### src/rtl/light_sequencer_if.sv
// Light bus between the sequencer and its driver: mode/step/hold controls in,
// current colour code and expanded light word out.
interface light_sequencer_if #(parameter int CH_W = 8);
  logic [1:0]        mode;
  logic              button;
  logic              hold;
  logic [2:0]        colour;
  logic [3*CH_W-1:0] light;

  modport master (output mode, button, hold, input colour, light);
  modport slave  (input mode, button, hold, output colour, light);
endinterface

### src/rtl/light_sequencer.sv
// light_sequencer: colour stepping (manual/auto), colour-to-RGB expansion and
// output selection for the board light bus, all in one registered block.
// Optional crossfade is compiled in with `define LIGHT_FADE_EN.
module light_sequencer #(
  parameter int CH_W        = 8,
  parameter int STEP_CYCLES = 100
) (
  input logic              clk,
  input logic              rst,
  light_sequencer_if.slave bus
);
  localparam int CW = (STEP_CYCLES > 2) ? $clog2(STEP_CYCLES) : 1;
  localparam logic [CW-1:0] CNT_MAX = CW'(STEP_CYCLES - 1);

  localparam logic [1:0] M_WHITE  = 2'b00;
  localparam logic [1:0] M_MANUAL = 2'b01;
  localparam logic [1:0] M_AUTO   = 2'b10;

  logic [2:0]           r_colour;
  logic [CW-1:0]        r_cnt;
  logic                 r_btn_q;
  logic [1:0]           r_mode_q;
  logic [2:0][CH_W-1:0] r_light;

  logic                 w_step;
  logic                 w_mchg;
  logic [2:0]           w_next;
  logic [2:0][CH_W-1:0] w_target;

  assign w_step = bus.button & ~r_btn_q;
  assign w_mchg = (bus.mode != r_mode_q);
  // 110 wraps to 001 so 000 and 111 are never produced
  assign w_next = (r_colour == 3'b110) ? 3'b001 : r_colour + 3'd1;

  assign bus.colour = r_colour;
  assign bus.light  = r_light;

  // Target word from mode and the current colour register (R is the top channel)
  always_comb begin
    w_target = '0;
    case (bus.mode)
      M_WHITE:          w_target = '1;
      M_MANUAL, M_AUTO: for (int i = 0; i < 3; i++) w_target[i] = {CH_W{r_colour[i]}};
      default:          w_target = '0;
    endcase
  end

  // Colour sequencing, dwell counter and edge/mode history
  always_ff @(posedge clk) begin
    r_mode_q <= bus.mode;
    if (!rst) begin
      r_colour <= 3'b001;
      r_cnt    <= '0;
      r_btn_q  <= 1'b0;
    end else begin
      r_btn_q <= bus.button;
      case (bus.mode)
        M_MANUAL: begin
          r_cnt <= '0;
          if (!bus.hold && w_step) r_colour <= w_next;
        end
        M_AUTO: begin
          if (bus.hold) begin
            // a mode change still restarts the dwell even while frozen
            if (w_mchg) r_cnt <= '0;
          end else if (w_step || r_cnt == CNT_MAX) begin
            r_colour <= w_next;
            r_cnt    <= '0;
          end else begin
            r_cnt <= w_mchg ? '0 : r_cnt + CW'(1);
          end
        end
        default: r_cnt <= '0;
      endcase
    end
  end

  // Light output: ramp one LSB per edge toward target, or load target directly
  always_ff @(posedge clk) begin
    if (!rst) begin
      r_light <= '0;
    end else begin
`ifdef LIGHT_FADE_EN
      for (int i = 0; i < 3; i++) begin
        if (r_light[i] < w_target[i])      r_light[i] <= r_light[i] + CH_W'(1);
        else if (r_light[i] > w_target[i]) r_light[i] <= r_light[i] - CH_W'(1);
      end
`else
      r_light <= w_target;
`endif
    end
  end
endmodule

### src/flat_wrapper.sv
// flat-port wrapper written by rule: the top's interface ports become plain ports
module light_sequencer_flat 
#(
  parameter int CH_W        = 8,
  parameter int STEP_CYCLES = 100
)
  (clk, rst, bus_mode, bus_button, bus_hold, bus_colour, bus_light);
  light_sequencer_if #(.CH_W(CH_W)) bus_i ();
  input logic clk;
  input logic rst;
  input wire logic [$bits(bus_i.mode)-1:0] bus_mode;
  input wire logic [$bits(bus_i.button)-1:0] bus_button;
  input wire logic [$bits(bus_i.hold)-1:0] bus_hold;
  output wire logic [$bits(bus_i.colour)-1:0] bus_colour;
  output wire logic [$bits(bus_i.light)-1:0] bus_light;
  assign bus_i.mode = bus_mode;
  assign bus_i.button = bus_button;
  assign bus_i.hold = bus_hold;
  assign bus_colour = bus_i.colour;
  assign bus_light = bus_i.light;
  light_sequencer #(.CH_W(CH_W), .STEP_CYCLES(STEP_CYCLES)) u_core (.clk(clk), .rst(rst), .bus(bus_i));
endmodule
### config.mk
export PLATFORM = sky130hd
export DESIGN_NAME = light_sequencer_flat
export DESIGN_NICKNAME = d
export VERILOG_FILES = /design/src/rtl/light_sequencer_if.sv /design/src/rtl/light_sequencer.sv /design/src/flat_wrapper.sv
export SDC_FILE = /design/constraint.sdc
export NUM_CORES = 1
export LEC_CHECK = 0
export ABC_CLOCK_PERIOD_IN_PS = 2100
export BUFFER_PORTS_ARGS = -buffer_cell sky130_fd_sc_hd__buf_2
export CORE_MARGIN = 3
export CORE_UTILIZATION = 48
export DETAILED_ROUTE_END_ITERATION = 12
export GPL_ROUTABILITY_DRIVEN = 0
export GPL_TIMING_DRIVEN = 0
export PLACE_DENSITY_LB_ADDON = 0.05
export SLEW_MARGIN = 20
export SYNTH_ARGS = -nofsm -noshare
export SYNTH_HDL_FRONTEND = slang
export SYNTH_SLANG_ARGS = --single-unit
### constraint.sdc
create_clock -name clk -period 2.1 [get_ports clk]
set_clock_uncertainty 0.2 [all_clocks]
set_input_delay 0.42 -clock clk [delete_from_list [all_inputs] [get_ports clk]]
set_output_delay 0.42 -clock clk [all_outputs]
set_load 0.05 [all_outputs]
; Word-level counts from Yosys, hierarchy flattened
; Index checks and enable logic that the tools add are counted.
[op_classes]
addsub = 2
n_eq_ne = 9
muxes = 10
n_bitwise = 2
reduce_logical = 8
[ops]
columns = operator, count
row1 = $pmux 24 s2, 1
row2 = $mux 7, 4
row3 = $mux 3, 4
row4 = $add 7x1->7 const B, 1
row5 = $eq 7x7->1 const B, 1
row6 = $ne 2x1->1 const B, 3
row7 = $pmux 3 s2, 1
row8 = $reduce_and 4->1, 1
row9 = $add 3x1->3 const B, 1
row10 = $eq 3x3->1 const B, 1
row11 = $eq 2x1->1 const B, 1
row12 = $eq 2x2->1 const B, 1
row13 = $logic_not 2->1, 1
row14 = $ne 2x2->1, 1
row15 = $ne 2x2->1 const B, 1
row16 = $reduce_and 2->1, 1
row17 = $reduce_bool 2->1, 1
row18 = $reduce_or 2->1, 1
row19 = $and 1x1->1, 1
row20 = $logic_and 1x1->1, 1
row21 = $logic_not 1->1, 1
row22 = $logic_or 1x1->1, 1
row23 = $not 1->1, 1
[word_totals]
ff_bits = 37
input_bits = 6
out_inout_bits = 27
elab_cells = 38

; Longest topological paths before layout
[logic_depth]
depth_word = 6
ltp_mapped = 6
mapped_depth_nobuf = 6

; Least setup slack after synthesis
; No wires, ideal clock.
[synth_path]
kind = register to register
startpoint = reg u_core.r_colour[1] (netlist: u_core.bus.colour[1])
endpoint = reg u_core.r_colour[2] (netlist: u_core.bus.colour[2])
arrival_time_ps = 1607
required_time_ps = 1830
setup_slack_ps = 223
stages_incl_launch_ff = 5
path_buffers = 0
period_less_slack_ps = 1877
path_cell_list = dfxtp_1 > inv_1 > or2_2 > or4b_1 > a21boi_1
[synth_between]
elab_chain_len = 5
elab_cells_between_ends = 7
classes_between = 1 x add/sub / 1 x eq/ne / 5 x mux
[synth_rtl]
columns = element, line
row1 = start: declaration, light_sequencer.sv:19  ; logic [2:0] r_colour;
row2 = start signal: assignment, light_sequencer.sv:60  ; if (!bus.hold && w_step) r_colour <= w_next;
row3 = start signal: assignment, light_sequencer.sv:67  ; r_colour <= w_next;
row4 = $add 3x1->3 / $eq 3x3->1 (equally long branches), light_sequencer.sv:33  ; assign w_next = (r_colour == 3'b110) ? 3'b001 : r_colour + 3'd1;
row5 = $mux 3 (*), light_sequencer.sv:33
row6 = $mux 3, light_sequencer.sv:66  ; end else if (w_step || r_cnt == CNT_MAX) begin
row7 = $mux 3, light_sequencer.sv:63  ; if (bus.hold) begin
row8 = $pmux 3 s2 (*), light_sequencer.sv:57  ; case (bus.mode)
; Every way passes the cells marked *; elsewhere a longest branch is shown, timed or not. The select of a mux whose other input is x is not followed.
; A chain may end at the register's enable or synchronous reset.

; Worst setup path in the final report
[layout_path]
startpoint = reg u_core.r_cnt[2]
endpoint = reg u_core.r_colour[2] (netlist: u_core.bus.colour[2])
[layout_between]
elab_chain_len = 4
[layout_rtl]
columns = element, line
row1 = start: declaration, light_sequencer.sv:20  ; logic [CW-1:0] r_cnt;
row2 = start signal: assignment, light_sequencer.sv:70  ; r_cnt <= w_mchg ? '0 : r_cnt + CW'(1);
row3 = $eq 7x7->1, light_sequencer.sv:66
row4 = $logic_or 1x1->1, light_sequencer.sv:66
row5 = $ne 2x1->1 (no line), -
row6 = $reduce_and 4->1 (no line), -
; Every way passes these cells.

==> results_dict.tcl <==
set metrics [dict create \
    reg2reg_to "u_core.bus.colour[2]$_SDFFE_PN0P_" \
    gr-total-overflow 0 \
    grt_pass1_wl_um 3153 \
    synth_top_cell_by_area "dfxtp_1" \
    max-cap-violations 0 \
    num_vias 854 \
    htreeDepth 1 \
    r2r_slack_ns 0.19 \
    power.internal_mw 0.4801 \
    post-route-period-util 0.9104 \
    status "complete, no violations" \
    netlist_area_um2 950.9 \
    drc 0 \
    dieHeight_um 50.51 \
    p_clk_frac 0.287 \
    cts_root_buffer "clkbuf_4" \
    drt-initial-drc-count 10 \
    synth_async_sr_flop_share 0 \
    antenna_found_initial 0 \
    io_buffer_count 32 \
    holdCritPathClass "in -> reg" \
    yosysUniqueCellTypes 32 \
    drt_wl_total_um 1911 \
    tightest_slew_ns 0.8724 \
    required_ns 2.13 \
    path_clk_slew_ns 0.11 \
    vias_per_cell 5.053 \
    coreArea_um2 1802 \
    syn-num-nets 119 \
    ant_nets 0 \
    nFillCells 162 \
    criticalPathCategory "reg -> reg" \
    setup_viol 0 \
    timing.fmax_mhz 523.1 \
    reg2reg_depth 4 \
    synth_area_leaders "dfxtp_1, buf_4, ha_1" \
    initial_core_util 0.5278 \
    synthCells 108 \
    rows 15 \
    areaGrowthSynthToFinish_pct 23.95 \
    die_area_um2 2551 \
    cp-start-kind "register" \
    worst_setup_path_end_kind "register" \
    p_leak_nw 0.5674 \
    grt_setup_unrepaired "false" \
    layout.cells.non_filler 169 \
    layout_min_cycle_time_ns 1.912 \
    postCtsHoldBufs 0 \
    final_hold_viol_count 0 \
    drive_gt1_frac 0.4306 \
    slew_violations 0 \
    holdCritStartpoint "bus_mode[1]" \
    fin_ws_ns 0.1882 \
    relSlewSlack 0.4172 \
    synth-seq-cells 16 \
    critPathMaxFanout 6 \
    hold_depth 1 \
    cts_num_sinks 16 \
    grt_pass1_vias 740 \
    drt_pass1_iterations 4 \
    cts_buffers 3 \
    grt_max_degree 11 \
    io_pins 33 \
    final_common_cell "buf_2" \
    syn_avg_cell_area_um2 8.805 \
    nNetsFinal 156 \
    synth_top_area_share 0.3368 \
    p_per_area_nw_per_um2 632.8 \
    grtUsageMet2 0.2457 \
    p_sw_mw 0.2657 \
    ys_seq_area_frac 0.3368 \
    grt_usage 0.1614 \
    cts-resized-gates 0 \
    p_seq_frac 0.431 \
    hpwlAfterDp_um 1470 \
    combPwrFrac 0.282 \
    r2r_start "u_core.r_cnt[2]$_SDFFE_PN0P_" \
    final_cell_mix "buf_2, buf_4, dfxtp_1" \
    clockBufferDepth 2 \
    busiest_layer "met2" \
    die_w_um 50.51 \
    timing.setup.tns_ns 0 \
    num_antenna_cells 0 \
    yosys_warnings 0 \
    gr-usage-met3 0.04748 \
    cts_tree "built" \
    synth_top_flop_cell "dfxtp_1" \
    dpl.cell_count 165 \
    synth_edf_count 0 \
    clock_latency_ns 0.30 \
    worstHoldEndpoint "u_core.r_mode_q[1]$_DFF_P_" \
    pre_cts_slack_ns -0.008097 \
    wl_per_cell_um 11.31 \
    final_util 0.6542 \
    p_sw_frac 0.3563 \
    vdd_drop_max_mv 0.4910 \
    postCtsSetupBuffers 0 \
    worstPathArrival_ns 1.95 \
    grtUsageMet1 0.2063 \
]
## layout make-up
| type | count | area (µm²) | share of cell area |
|---|---|---|---|
| multi-input combinational | 67 | 457.9 | 0.3885 |
| sequential | 16 | 320.3 | 0.2718 |
| timing repair buffer | 32 | 160.2 | 0.1359 |
| buffer | 21 | 157.7 | 0.1338 |
| clock buffer | 4 | 36.28 | 0.03079 |
| tap | 25 | 31.28 | 0.02654 |
| inverter | 4 | 15.01 | 0.01274 |
## metrics by stage
stage                     power [mW]  cell area (µm²)  hold slack (ns)
after floorplan               0.4947            950.9           0.2477
after global placement        0.5358             1142           0.2705
after detailed placement      0.5402             1142           0.2903
after CTS                     0.7499             1179          0.08482
after global routing          0.7739             1179          0.08766
final                         0.7459             1179          0.08777
## how the worst max path moves through the flow
stage / from / endpoint / slack (ns)
after global routing: u_core.r_cnt[0]$_SDFFE_PN0P_ / u_core.r_cnt[2]$_SDFFE_PN0P_ / 0.0004
after detailed placement: bus_mode[1] / u_core.bus.colour[2]$_SDFFE_PN0P_ / -0.008
after CTS: u_core.r_cnt[2]$_SDFFE_PN0P_ / u_core.bus.colour[2]$_SDFFE_PN0P_ / 0.19
final: u_core.r_cnt[2]$_SDFFE_PN0P_ / u_core.bus.colour[2]$_SDFFE_PN0P_ / 0.19
after floorplan: u_core.bus.colour[1]$_SDFFE_PN0P_ / u_core.bus.colour[2]$_SDFFE_PN0P_ / 0.22
after global placement: bus_mode[1] / u_core.bus.colour[2]$_SDFFE_PN0P_ / 0.04
## worst max-delay path, cell delays in order, from the launching register on
cell      delay, ns
dfxtp_1        0.39
nor4b_4        0.36
a41oi_2        0.23
or4b_1         0.54
a21boi_1       0.12
## Yosys cell counts, types with 3 or more instances
cell type	instances
buf_4	21
dfxtp_1	16
nand2_1	9
nor2_1	9
a21oi_1	6
ha_1	5
nand3_1	5
inv_1	4
a31oi_1	3
## routing by layer
metal / part of all wire / vias up
met4: 0.020 / 0
met1: 0.45 / 377
met5: 0 / -
li1: - / 437
met2: 0.44 / 35
met3: 0.087 / 5
## registers in the layout, summed over array words and instances (netlist names)
| signal | count |
|---|---|
| u_core.r_cnt | 7 |
| u_core.bus.colour | 3 |
| u_core.bus.light | 3 |
| u_core.r_mode_q | 2 |
| u_core.r_btn_q | 1 |
## power by group through the flow
stage | Sequential, mW | Clock [mW] | Combinational (mW)
after detailed placement | 0.329 | 0 | 0.211
after CTS | 0.322 | 0.216 | 0.212
after floorplan | 0.345 | 0 | 0.149
after global placement | 0.328 | 0 | 0.208
final | 0.321 | 0.214 | 0.210
after global routing | 0.324 | 0.228 | 0.222
## kinds of logic after synthesis
kind of cell | synth area share
xor+xnor | 0.01842
simple gates | 0.2250
compound gates | 0.1724
fa+ha+maj | 0.06579
flops | 0.3368
buf+inv | 0.1816
No activity file was read; power rests on OpenSTA's default activity.
